<file path="src/rtl/alu_instr_sequencer.sv">
// Control sequencer for register-register ALU instructions: walks fetch (T0-T2) and
// execute (T3-T5/T6) and drives every datapath enable from registered, state-decoded outputs.
module alu_instr_sequencer #(
  parameter int             NUM_GP      = 16,
  parameter int             GP_AW       = 4,
  parameter int             ALU_OPW     = 4,
  parameter int             STEP_CYCLES = 1,
  parameter logic [4:0]     SEL_ZHI     = 5'h12,
  parameter logic [4:0]     SEL_ZLO     = 5'h13,
  parameter logic [4:0]     SEL_PC      = 5'h14,
  parameter logic [4:0]     SEL_MDR     = 5'h15
) (
  input  logic               clock,
  input  logic               clear,
  input  logic               start,
  input  logic               mem_ready,
  input  logic [31:0]        ir,
  output logic [4:0]         BusDataSelect,
  output logic [GP_AW-1:0]   GP_addr,
  output logic               e_PC,
  output logic               e_IR,
  output logic               e_Y,
  output logic               e_Z,
  output logic               e_HI,
  output logic               e_LO,
  output logic               e_MDR,
  output logic               e_MAR,
  output logic               e_GP,
  output logic               incPC,
  output logic               MDR_read,
  output logic [ALU_OPW-1:0] ALU_op,
  output logic               busy,
  output logic               done,
  output logic               illegal
);

  typedef enum logic [2:0] {S_IDLE, S_T0, S_T1, S_T2, S_T3, S_T4, S_T5, S_T6} state_t;

  typedef struct packed {
    logic [4:0]         bds;
    logic [GP_AW-1:0]   gp_addr;
    logic [ALU_OPW-1:0] alu_op;
    logic e_pc, e_ir, e_y, e_z, e_hi, e_lo, e_mdr, e_mar, e_gp;
    logic inc_pc, mdr_read, busy, done, illegal;
  } ctl_t;

  state_t             r_state, w_next;
  logic [3:0]         r_step;
  ctl_t               r_ctl, w_ctl;
  logic [3:0]         r_ra, r_rb, r_rc;
  logic [ALU_OPW-1:0] r_op;
  logic               r_two;

  logic               w_step_end, w_single, w_two, w_idx_bad, w_illegal, w_enter_t3;
  logic [4:0]         w_opc;
  logic [3:0]         w_rb;
  logic [ALU_OPW-1:0] w_alu_op;
  logic               w_unused;

  assign w_unused   = ^ir[14:0];
  assign w_step_end = (r_step == 4'(STEP_CYCLES - 1));

  // Decode is sampled on the edge that enters T3, then held in r_* for T4..T6.
  assign w_opc      = ir[31:27];
  assign w_single   = (w_opc >= 5'd3) && (w_opc <= 5'd12);
  assign w_two      = (w_opc == 5'd15) || (w_opc == 5'd16);
  assign w_idx_bad  = ({28'd0, ir[26:23]} >= 32'(NUM_GP)) ||
                      ({28'd0, ir[22:19]} >= 32'(NUM_GP)) ||
                      ({28'd0, ir[18:15]} >= 32'(NUM_GP));
  assign w_illegal  = !(w_single || w_two) || w_idx_bad;
  assign w_alu_op   = w_two ? ((w_opc == 5'd15) ? ALU_OPW'(4'hE) : ALU_OPW'(4'hF))
                            : ALU_OPW'(ir[30:27]);
  assign w_enter_t3 = (r_state == S_T2) && (w_next == S_T3);
  assign w_rb       = (r_state == S_T2) ? ir[22:19] : r_rb;

  always_comb begin
    w_next = r_state;
    case (r_state)
      S_IDLE:  if (start && !r_ctl.done) w_next = S_T0;
      S_T0:    if (w_step_end) w_next = S_T1;
      S_T1:    if (w_step_end && mem_ready) w_next = S_T2;
      S_T2:    if (w_step_end) w_next = S_T3;
      S_T3:    if (r_ctl.illegal) w_next = S_IDLE;
               else if (w_step_end) w_next = S_T4;
      S_T4:    if (w_step_end) w_next = S_T5;
      S_T5:    if (w_step_end) w_next = r_two ? S_T6 : S_IDLE;
      S_T6:    if (w_step_end) w_next = S_IDLE;
      default: w_next = S_IDLE;
    endcase
  end

  // Outputs are computed for the state being entered so they line up with r_state.
  always_comb begin
    w_ctl      = '0;
    w_ctl.busy = (w_next != S_IDLE);
    case (w_next)
      S_T0: begin
        w_ctl.bds = SEL_PC; w_ctl.e_mar = 1'b1; w_ctl.inc_pc = 1'b1; w_ctl.e_z = 1'b1;
      end
      S_T1: begin
        w_ctl.bds      = SEL_ZLO;
        w_ctl.e_pc     = (r_state != S_T1);
        w_ctl.mdr_read = 1'b1;
        w_ctl.e_mdr    = 1'b1;
      end
      S_T2: begin
        w_ctl.bds = SEL_MDR; w_ctl.e_ir = 1'b1;
      end
      S_T3: begin
        if ((r_state == S_T2) && w_illegal) begin
          w_ctl.illegal = 1'b1;
        end else begin
          w_ctl.bds = {1'b0, w_rb}; w_ctl.e_y = 1'b1;
        end
      end
      S_T4: begin
        w_ctl.bds = {1'b0, r_rc}; w_ctl.alu_op = r_op; w_ctl.e_z = 1'b1;
      end
      S_T5: begin
        w_ctl.bds = SEL_ZLO;
        if (r_two) begin
          w_ctl.e_lo = 1'b1;
        end else begin
          w_ctl.gp_addr = GP_AW'(r_ra); w_ctl.e_gp = 1'b1;
        end
      end
      S_T6: begin
        w_ctl.bds = SEL_ZHI; w_ctl.e_hi = 1'b1;
      end
      default: begin
        w_ctl.done = (r_state == S_T5) || (r_state == S_T6);
      end
    endcase
  end

  // NOTE: state and outputs use non-blocking assignments so every register samples pre-edge values.
  always_ff @(posedge clock or posedge clear) begin
    if (clear) begin
      r_state <= S_IDLE;
      r_step  <= '0;
      r_ctl   <= '0;
      r_ra    <= '0;
      r_rb    <= '0;
      r_rc    <= '0;
      r_op    <= '0;
      r_two   <= 1'b0;
    end else begin
      r_state <= w_next;
      r_ctl   <= w_ctl;
      if (w_next != r_state) r_step <= '0;
      else if (!w_step_end)  r_step <= r_step + 4'd1;
      if (w_enter_t3) begin
        r_ra  <= ir[26:23];
        r_rb  <= ir[22:19];
        r_rc  <= ir[18:15];
        r_op  <= w_alu_op;
        r_two <= w_two;
      end
    end
  end

  assign BusDataSelect = r_ctl.bds;
  assign GP_addr       = r_ctl.gp_addr;
  assign ALU_op        = r_ctl.alu_op;
  assign e_PC          = r_ctl.e_pc;
  assign e_IR          = r_ctl.e_ir;
  assign e_Y           = r_ctl.e_y;
  assign e_Z           = r_ctl.e_z;
  assign e_HI          = r_ctl.e_hi;
  assign e_LO          = r_ctl.e_lo;
  assign e_MDR         = r_ctl.e_mdr;
  assign e_MAR         = r_ctl.e_mar;
  assign e_GP          = r_ctl.e_gp;
  assign incPC         = r_ctl.inc_pc;
  assign MDR_read      = r_ctl.mdr_read;
  assign busy          = r_ctl.busy;
  assign done          = r_ctl.done;
  assign illegal       = r_ctl.illegal;

endmodule
</file>
<file path="config.mk">
export PLATFORM = sky130hd
export DESIGN_NAME = alu_instr_sequencer
export DESIGN_NICKNAME = d
export VERILOG_FILES = /design/src/rtl/alu_instr_sequencer.sv
export SDC_FILE = /design/constraint.sdc
export NUM_CORES = 1
export LEC_CHECK = 0
export CAP_MARGIN = 15
export CORE_AREA = 2 2 75 77
export CTS_CLUSTER_SIZE = 10
export DETAILED_ROUTE_END_ITERATION = 6
export DIE_AREA = 0 0 77 79
export PLACE_DENSITY = 0.74
export RECOVER_POWER = 50
export SYNTH_ARGS = -nofsm -noshare
export SYNTH_HDL_FRONTEND = slang
export SYNTH_SLANG_ARGS = --single-unit
</file>
<file path="constraint.sdc">
create_clock -name clock -period 2.3 [get_ports clock]
set_clock_uncertainty 0.2 [all_clocks]
set_input_delay 0.46 -clock clock [delete_from_list [all_inputs] [get_ports clock]]
set_output_delay 0.46 -clock clock [all_outputs]
set_load 0.01 [all_outputs]
</file>
==> summary.md, run 1 <==
| Metric | Value |
|---|---|
| Worst-Margin Slew | `1.156 ns` |
| Cells after Synth | `188` |
| Reg clk slew, reported paths | `0.08 ns` |
| Startpoint types | `flop` |
| Crit end category | `flop` |
| Core Region | `5338 um^2` |
| Initial drt markers | `103` |
| Period minus WS final | `2.256 ns` |
| Clock Path Buffers | `2` |
| Gpl congestion | `0.8898` |
| Area growth syn-to-layout | `37.59%` |
| Ys flop type | `dfrtp_1` |
| Data arrival time of the critical path | `2.24 ns` |
| Via-per-instance ratio | `4.857` |
| Syn Area/Cell | `11.58 um^2` |
| Distinct cells, synth | `45` |
| PortBufs | `47` |
| Fmax | `443.2 MHz` |
| DRC violations left | `0` |
| Io pins | `63` |
| First-pass GRT wire length | `6644 um` |
| Min Hold Slack | `0.2836 ns` |
| Required @ worst endpoint | `2.28 ns` |
| Worst skew pair latency | `0.30 ns` |
| Total Wirelength | `4162 um` |
| Max-cap violations | `0` |
| Area leader, netlist | `dfrtp_1` |
| CP max-delay cell | `dfrtp_1` |
| Post-synth top area share | `0.5632` |
| Setup Crit Path Kind | `reg -> reg` |
| Hold path start | `r_op[3]$_DFFE_PP0P_` |
| Commonest cells after routing, fill and taps aside | `49 x dfrtp_1, 46 x clkdlybuf4s50_1, 20 x buf_4` |
| Status | `complete, no violations` |
| Initial antenna violation count | `0` |
| DRT antenna net count | `0` |
| Vias in the first global route | `1442` |
| R2R cell count | `6` |
| Initial core utilization | `0.4079` |
| Overall Power | `3.734 mW` |
| Asr flop ratio synth | `1.000` |
| Sw Ratio | `0.3333` |
| HP Class | `reg -> reg` |
| WL/cell | `12.69 um` |
| Slowest cell delay on critical path | `0.41 ns` |
| Die area | `6083 um^2` |
| CTS tree | `done` |
| Post-synthesis sequential area ratio | `0.5632` |
| CTS root buf | `clkbuf_8` |
| Fin. Hold Viols | `0` |
| Number of synthesized flops with an enable pin | `0` |
| Sequential share of power | `0.355` |
| Tot GR Track Use | `0.1407` |
| Die W | `77 um` |
| Net Count, Synth | `226` |
| Die Y | `79 um` |
| Cell Pwr Density | `1246 nW/um^2` |
| Hold endpoint | `ALU_op[3]$_DFF_PP0_` |
| Htree depth | `2` |
| Hold Crit Depth | `1` |
| Layout cells sized above 1 | `0.2344` |
| Nets | `293` |
| Via count | `1593` |
| Reg2Reg Launch Point | `r_step[0]$_DFFE_PP0P_` |
| Clock Power Share | `0.166` |
| Synth top area cells | `dfrtp_1 56%, mux2_2 5.7%, nor2_1 2.6%` |
| CP Max Fanout | `7` |
| Leak Pwr | `1.278 nW` |
| Synthesized cell area | `2177 um^2` |
| Setup Slack @ Placement | `0.006191 ns` |
| Total global routing overflow | `0` |
| CTS Buf Count | `5` |
| Setup ws final | `0.04358 ns` |
| Slew margin rel. | `0.2294` |
| Final Util | `0.5612` |
| Cell Int Power | `2.489 mW` |
| NetSw | `1.245 mW` |
| Synth warnings | `0` |
| Crit path cell chain | `inv_2, ha_2, nor3b_4, o211ai_1, a31o_4, or3_1` |
| Worst reg2reg setup slack | `0.04 ns` |
| Combinational power share | `0.479` |
| Final period util | `0.9811` |
| Synthesis-stage register bit count | `49` |
| Largest net degree at the start of global routing | `50` |
| FP Rows | `27` |
| Most common cell after layout, fill and taps aside | `dfrtp_1` |
| Final count of negative-setup-slack endpoints | `0` |
| DR pass1 iterations | `4` |
| HPWL after detailed placement | `2913 um` |
| Clock Sinks | `49` |
| Reg-to-Reg End | `busy$_DFF_PP0_` |
| Pins Over Slew Limit | `0` |
| Peak VDD IR | `0.5997 mV` |
| Diode count | `0` |
-- cells in the mapped netlist, drive strengths merged, types with 3 or more instances --
cell type and count:
a21oi 9, a31oi 5, and2 8, buf 10, dfrtp 49, inv 8, mux2 11, nand2 14
nand2b 5, nand3 5, nor2 16, nor3 5, nor3b 5, o21ai 10, or3b 3
-- worst max path at each step --
stage                                 end  slack (ns)                  start
2_1_floorplan              busy$_DFF_PP0_        0.15  r_step[0]$_DFFE_PP0P_
3_3_place_gp   BusDataSelect[0]$_DFF_PP0_        0.04                 ir[29]
3_5_place_dp   BusDataSelect[0]$_DFF_PP0_       0.006                 ir[29]
4_1_cts              GP_addr[3]$_DFF_PP0_       0.001  r_step[0]$_DFFE_PP0P_
5_1_grt                    busy$_DFF_PP0_       -0.04  r_step[0]$_DFFE_PP0P_
6_report                   busy$_DFF_PP0_        0.04  r_step[0]$_DFFE_PP0P_
-- cell type report --
cell class | count | area, um^2
Fill cell | 476 | 2342
Sequential cell | 49 | 1226
Multi-Input combinational cell | 122 | 884.6
Timing Repair Buffer | 69 | 645.6
Tap cell | 72 | 90.09
Clock buffer | 7 | 86.33
Inverter | 8 | 32.53
Clock inverter | 1 | 30.03
-- flip-flops by register name, indices dropped and copies added, names as in the netlist, 3 cells and up --
name	cells
r_ra	4
BusDataSelect	5
ALU_op	4
r_rc	4
r_rb	4
r_op	4
GP_addr	4
r_state	3
r_step	4
-- kinds of logic (layout without fill, tap and decap cells) --
kind of cell | Yosys count | count (layout) | share of synthesized area
AND/OR/NAND/NOR | 66 | 66 | 0.1810
flip-flops | 49 | 49 | 0.5632
AO/OA/AOI/OAI | 39 | 40 | 0.1282
buffers and inverters | 18 | 85 | 0.04713
multiplexers | 11 | 11 | 0.05690
XOR/XNOR | 3 | 3 | 0.01207
adder cells (fa/ha/maj) | 2 | 2 | 0.01149
-- metal layers --
layer  vias to the layer above  wire length (um)  track usage
li1                        789                 -            -
met1                       769              1892       0.1840
met2                        30              2060       0.2237
met3                         5               143      0.03295
met4                         0                65      0.06429
met5                         -                 0            0
-- critical path, delay by kind of cell (launching register included) --
family / cells / cell delay, ns
flip-flops: 1 / 0.41
AO/OA/AOI/OAI: 2 / 0.53
buffers and inverters: 1 / 0.08
AND/OR/NAND/NOR: 2 / 0.74
adder cells (fa/ha/maj): 1 / 0.18
-- stage by stage --
step | area [um^2] | TNS [ns] | instances
after floorplan | 2177 | 0 | 188
after global placement | 2843 | 0 | 317
after detailed placement | 2843 | 0 | 317
after CTS | 2959 | 0 | 325
after global routing | 2995 | -0.04993 | 328
final | 2995 | 0 | 328
-- power by group through the flow --
stage	combinational (mW)	sequential (mW)	clock (mW)
after floorplan	1.02	1.36	0
after global placement	1.70	1.33	0
after detailed placement	1.72	1.34	0
after CTS	1.73	1.32	0.641
after global routing	1.95	1.37	0.685
final	1.79	1.33	0.618
-- repair_timing --
item / in CTS / in global routing
hold buffers: 0 / 0
buffers inserted: 0 / 2
gates resized for setup: 0 / 6
setup endpoints to repair: 0 / 29
Note: power is estimated with default switching activity, not from simulation.
==> run 2: changes to the inputs <==
--- a/config.mk
+++ b/config.mk
@@ -6,4 +6,5 @@
 export NUM_CORES = 1
 export LEC_CHECK = 0
+export ABC_AREA = 0
 export CAP_MARGIN = 15
 export CORE_AREA = 2 2 75 77
@@ -11,4 +12,5 @@
 export DETAILED_ROUTE_END_ITERATION = 6
 export DIE_AREA = 0 0 77 79
+export HOLD_SLACK_MARGIN = 0.03
 export PLACE_DENSITY = 0.74
 export RECOVER_POWER = 50
==> constraint.sdc (replaced) <==
create_clock -name clock -period 2.3 [get_ports clock]
set_clock_uncertainty 0.2 [all_clocks]
set_input_delay 0.23 -clock clock [delete_from_list [all_inputs] [get_ports clock]]
set_output_delay 0.23 -clock clock [all_outputs]
set_load 0.01 [all_outputs]
==> run 2 against run 1 <==
  * Via count grew 1.3%
  * Clock-buffer cell count shrank 1
  * First-iteration DRC count shrank 8.7%
  * Worst setup slack gained 0.062 ns
  * Final cell count shrank 0.61%
  * Worst hold slack gained 0.00087 ns
  * Sequential power is essentially flat
  * Die area is the same
  * Largest power group unchanged
==> summary.md, run 2 (synthesis results as in run 1) <==
| Metric | Value |
|---|---|
| Layout cells sized above 1 | `0.2283` |
| CTS root buf | `clkbuf_8` |
| Final period util | `0.9541` |
| Crit path cell chain | `inv_2, ha_2, nor3b_4, o211ai_1, a31o_4, or3_1` |
| Required @ worst endpoint | `2.29 ns` |
| Peak VDD IR | `0.5868 mV` |
| Slew margin rel. | `0.4995` |
| Max-cap violations | `0` |
| CTS Buf Count | `5` |
| Worst-Margin Slew | `0.7499 ns` |
| Placed insts | `312` |
| Sw Ratio | `0.3521` |
| Sequential share of power | `0.370` |
| RSZ-0062 raised after global routing | `false` |
| Leak Pwr | `1.296 nW` |
| DR pass1 iterations | `4` |
| Cell Int Power | `2.318 mW` |
| Total Wirelength | `4295 um` |
| Cell Pwr Density | `1215 nW/um^2` |
| CP Max Fanout | `8` |
| CTS tree | `done` |
| Most common cell after layout, fill and taps aside | `dfrtp_1` |
| Clock Power Share | `0.141` |
| Post-Layout Inst Area | `2944 um^2` |
| Crit end category | `flop` |
| Period minus WS final | `2.194 ns` |
| Die W | `77 um` |
| Via-per-instance ratio | `4.948` |
| Diode count | `0` |
| First-pass GRT wire length | `7010 um` |
| Tot GR Track Use | `0.1475` |
| Core Region | `5338 um^2` |
| NetSw | `1.260 mW` |
| Initial antenna violation count | `0` |
| Pins Over Slew Limit | `0` |
| Vias in the first global route | `1526` |
| Reg clk slew, reported paths | `0.09 ns` |
| Startpoint types | `flop` |
| Largest register FFs | `5` |
| Initial drt markers | `94` |
| Commonest cells after routing, fill and taps aside | `49 x dfrtp_1, 33 x clkdlybuf4s50_1, 18 x buf_4` |
| Data arrival time of the critical path | `2.18 ns` |
| Via count | `1613` |
| Slowest cell delay on critical path | `0.41 ns` |
| DRC violations left | `0` |
| DRT antenna net count | `0` |
| Final count of negative-setup-slack endpoints | `0` |
| Setup TNS | `0 ns` |
| Area growth syn-to-layout | `35.23%` |
| HPWL after detailed placement | `3006 um` |
| FP Rows | `27` |
| Clock Sinks | `49` |
| Largest net degree at the start of global routing | `31` |
| HP Class | `reg -> reg` |
| Total global routing overflow | `0` |
| Setup Crit Path Kind | `reg -> reg` |
| Io pins | `63` |
| Overall Power | `3.577 mW` |
| Gpl congestion | `0.8923` |
| Post-route insts no fill | `326` |
| PortBufs | `47` |
| Clock Path Buffers | `2` |
| WL/cell | `13.17 um` |
| Die Y | `79 um` |
| Fin. Hold Viols | `0` |
| Worst skew pair latency | `0.31 ns` |
| Nets | `291` |
| Initial core utilization | `0.4079` |
| Htree depth | `2` |
| Die area | `6083 um^2` |
| Status | `complete, no violations` |
| Combinational power share | `0.488` |
| Placed cell areas | `2805 um^2` |
| CP max-delay cell | `dfrtp_1` |
| Fmax | `455.7 MHz` |
run 2: changes by cell type in the layout (fill, tap and decap cells not counted), sizes merged:
| cell | previous run | this run |
|---|---|---|
| dlygate4sd3 | 1 | 14 |
| buf | 21 | 20 |
| bufinv | 1 | 0 |
| inv | 7 | 9 |
| clkdlybuf4s50 | 46 | 33 |
| a31o | 3 | 2 |
| clkbuf | 8 | 7 |
run 2: timing repair:
item | CTS | global route
hold buffers | 0 | 0
setup endpoints to repair | 1 | 30
resized for setup | 0 | 6
pin swaps | 0 | 3
setup buffers | 1 | 5
run 2: power by group through the flow:
stage | logic (mW) | clock network, mW | registers, mW
2_1_floorplan | 1.02 | 0 | 1.36
3_3_place_gp | 1.65 | 0 | 1.33
3_5_place_dp | 1.67 | 0 | 1.34
4_1_cts | 1.67 | 0.524 | 1.33
5_1_grt | 1.92 | 0.552 | 1.37
6_report | 1.75 | 0.506 | 1.32
run 2: per-layer routing:
layer | vias up | wire (um) | global-route usage
met5 | - | 0 | 0
met4 | 0 | 79 | 0.05893
met3 | 6 | 177 | 0.03182
met2 | 39 | 2107 | 0.2509
met1 | 784 | 1931 | 0.1847
li1 | 784 | - | -
run 2: cell type report:
| cell class | count | area [um^2] |
|---|---|---|
| fill | 475 | 2394 |
| sequential | 49 | 1226 |
| inverter | 8 | 32.53 |
| timing repair buffer | 68 | 641.9 |
| clock buffer | 6 | 72.57 |
| clock inverter | 2 | 13.76 |
| multi-input combinational | 121 | 867.1 |
| tap | 72 | 90.09 |
run 2: stage by stage:
stage	setup WS [ns]	utilization	hold slack, ns
final	0.1056	0.5516	0.2845
after detailed placement	-0.03580	0.5256	0.2665
after global routing	0.01126	0.5516	0.3140
after floorplan	0.1536	-	0.1468
after CTS	0.004834	0.5431	0.06067
after global placement	0.03718	0.5256	0.2590
run 2: worst paths after layout:
path | start | to | slack [ns] | cells past startpoint
worst max-delay path | r_step[0]$_DFFE_PP0P_ | busy$_DFF_PP0_ | 0.11 | 6
worst min-delay path | r_op[0]$_DFFE_PP0P_ | ALU_op[0]$_DFF_PP0_ | 0.28 | 1
worst max register to register | r_step[0]$_DFFE_PP0P_ | busy$_DFF_PP0_ | 0.11 | 6
worst min register to register | r_op[0]$_DFFE_PP0P_ | ALU_op[0]$_DFF_PP0_ | 0.28 | 1
max in group asynchronous | clear | illegal$_DFF_PP0_ | 0.44 | 3
min in group asynchronous | clear | busy$_DFF_PP0_ | 0.29 | 2
run 2: critical path: cells and delay by family, from the launching register on:
family	cells	cell delay (ns)
buffers and inverters	1	0.08
flip-flops	1	0.41
AND/OR/NAND/NOR	2	0.72
AO/OA/AOI/OAI	2	0.49
adder cells (fa/ha/maj)	1	0.18
==> run 3: changes to the inputs <==
Settings changed: SETUP_SLACK_MARGIN set to 0.2.
==> run 3 against run 2 <==
  * Fmax grew 4.6%
  * Clock-buffer cell count fell by 1
  * Clock power increased by 16%
  * Largest power group unchanged
==> summary.md, run 3 (synthesis results as in run 1) <==
| Metric | Value |
|---|---|
| FP Rows | `27` |
| Placed cell areas | `2805 um^2` |
| Hold buffers post-CTS | `0` |
| CTS root buf | `clkbuf_8` |
| Max-cap violations | `0` |
| Layout cells sized above 1 | `0.2587` |
| Final count of negative-setup-slack endpoints | `0` |
| Area growth syn-to-layout | `40.17%` |
| Slew margin rel. | `0.2134` |
| Worst skew pair latency | `0.29 ns` |
| FILL cells | `467` |
| First-pass GRT wire length | `7838 um` |
| Initial antenna violation count | `0` |
| Required @ worst endpoint | `2.29 ns` |
| WL/cell | `13.90 um` |
| Commonest cells after routing, fill and taps aside | `49 x dfrtp_1, 35 x clkdlybuf4s50_1, 19 x buf_4` |
| Setup Crit Path Kind | `reg -> reg` |
| Total global routing overflow | `0` |
| Clock Path Buffers | `2` |
| Initial core utilization | `0.4079` |
| CTS tree | `done` |
| Overall Power | `3.874 mW` |
| Worst-Margin Slew | `1.180 ns` |
| Min Hold Slack | `0.2841 ns` |
| DRC violations left | `0` |
| HP Class | `reg -> reg` |
| Nets | `297` |
| Largest net degree at the start of global routing | `50` |
| Via count | `1621` |
| Io pins | `63` |
| Largest register FFs | `5` |
| Final period util | `0.9119` |
| Crit end category | `flop` |
| CTS Buf Count | `5` |
| Data arrival time of the critical path | `2.08 ns` |
| Cell Pwr Density | `1269 nW/um^2` |
| Crit path cell chain | `inv_2, ha_4, or3b_4, nor2_2, buf_4, mux2_2` |
| Core Region | `5338 um^2` |
| Die Y | `79 um` |
| DR pass1 iterations | `4` |
| Vias in the first global route | `1551` |
| Slowest cell delay on critical path | `0.42 ns` |
| CP Max Fanout | `14` |
| Clock Sinks | `49` |
| Status | `complete, no violations` |
| Total Wirelength | `4600 um` |
| Crit-path leading delay family | `simple AND/OR/NAND/NOR gates` |
| Htree depth | `2` |
| Diode count | `0` |
| Fmax | `476.8 MHz` |
| PortBufs | `47` |
| DRT antenna net count | `0` |
| Fin. Hold Viols | `0` |
| Period minus WS final | `2.097 ns` |
| Sequential Area | `1226 um^2` |
| Gpl congestion | `0.8642` |
| Peak VDD IR | `0.5470 mV` |
| Die W | `77 um` |
| Die area | `6083 um^2` |
| RSZ-0062 raised after global routing | `true` |
| Buffers and inverters on the worst path | `2` |
| Pins Over Slew Limit | `0` |
| Setup TNS | `0 ns` |
| HPWL after detailed placement | `3119 um` |
| Final Util | `0.5717` |
| Leak Pwr | `1.332 nW` |
| CP max-delay cell | `or3b_4` |
| Initial drt markers | `136` |
| Reg clk slew, reported paths | `0.09 ns` |
| Multi-input logic area | `890.9 um^2` |
| Most common cell after layout, fill and taps aside | `dfrtp_1` |
| Tot GR Track Use | `0.1649` |
| Post-Layout Inst Area | `3052 um^2` |
| Via-per-instance ratio | `4.897` |
| Startpoint types | `flop` |
==> run 3: cell types whose count changed in the layout (fill, tap and decap cells not counted), sizes merged <==
cell           change
clkdlybuf4s50      +2
clkbuf             -1
buf                +6
inv                -2
bufinv             +1
dlygate4sd3        -2
clkinv             +1
==> run 3: metal layers <==
| layer | share of wire | vias to the layer above | GRT usage | wire length, um |
|---|---|---|---|---|
| met1 | 0.44 | 787 | 0.2226 | 2035 |
| met4 | 0.0035 | 0 | 0.05357 | 16 |
| met5 | 0 | - | 0 | 0 |
| met2 | 0.52 | 39 | 0.2658 | 2399 |
| li1 | - | 793 | - | - |
| met3 | 0.032 | 2 | 0.03750 | 148 |
==> run 3: final cells by class <==
class,count,area share
sequential,49,0.4018
multi-input combinational,121,0.2919
clock buffer,5,0.02255
tap,72,0.02952
timing repair buffer,74,0.2321
inverter,8,0.01066
clock inverter,2,0.01148
==> run 3: timing repair <==
| action | in CTS | in global routing |
|---|---|---|
| setup buffers | 6 | 5 |
| pin swaps | 3 | 8 |
| resized for setup | 5 | 6 |
| gates cloned | 0 | 1 |
| endpoints found under the setup margin | 33 | 29 |
==> run 3: final timing paths <==
path / startpoint / end / slack (ns) / cells past startpoint
setup / recovery: r_step[1]$_DFFE_PP0P_ / r_ra[2]$_DFFE_PP0P_ / 0.20 / 6
hold / removal: r_op[0]$_DFFE_PP0P_ / ALU_op[0]$_DFF_PP0_ / 0.28 / 1
setup reg to reg: r_step[1]$_DFFE_PP0P_ / r_ra[2]$_DFFE_PP0P_ / 0.20 / 6
hold reg to reg: r_op[0]$_DFFE_PP0P_ / ALU_op[0]$_DFF_PP0_ / 0.28 / 1
max in group asynchronous: clear / r_step[3]$_DFFE_PP0P_ / 0.64 / 3
min in group asynchronous: clear / incPC$_DFF_PP0_ / 0.55 / 3
==> run 3: worst register-to-register path, stage by stage (launching register included) <==
cell and delay [ns]:
dfrtp_1 0.40, inv_2 0.08, ha_4 0.13, or3b_4 0.42
nor2_2 0.16, buf_4 0.24, mux2_2 0.36
==> run 3: where the power goes <==
group          internal [mW]  switching, mW
Combinational           1.05          0.916
Sequential              1.18          0.143
Clock                  0.316          0.272
==> run 3: per-stage QoR <==
step	cells	setup WS, ns
6_report	331	0.2026
5_1_grt	331	0.1111
4_1_cts	325	0.2007
3_5_place_dp	312	-0.002576
3_3_place_gp	312	0.07328
2_1_floorplan	188	0.1640
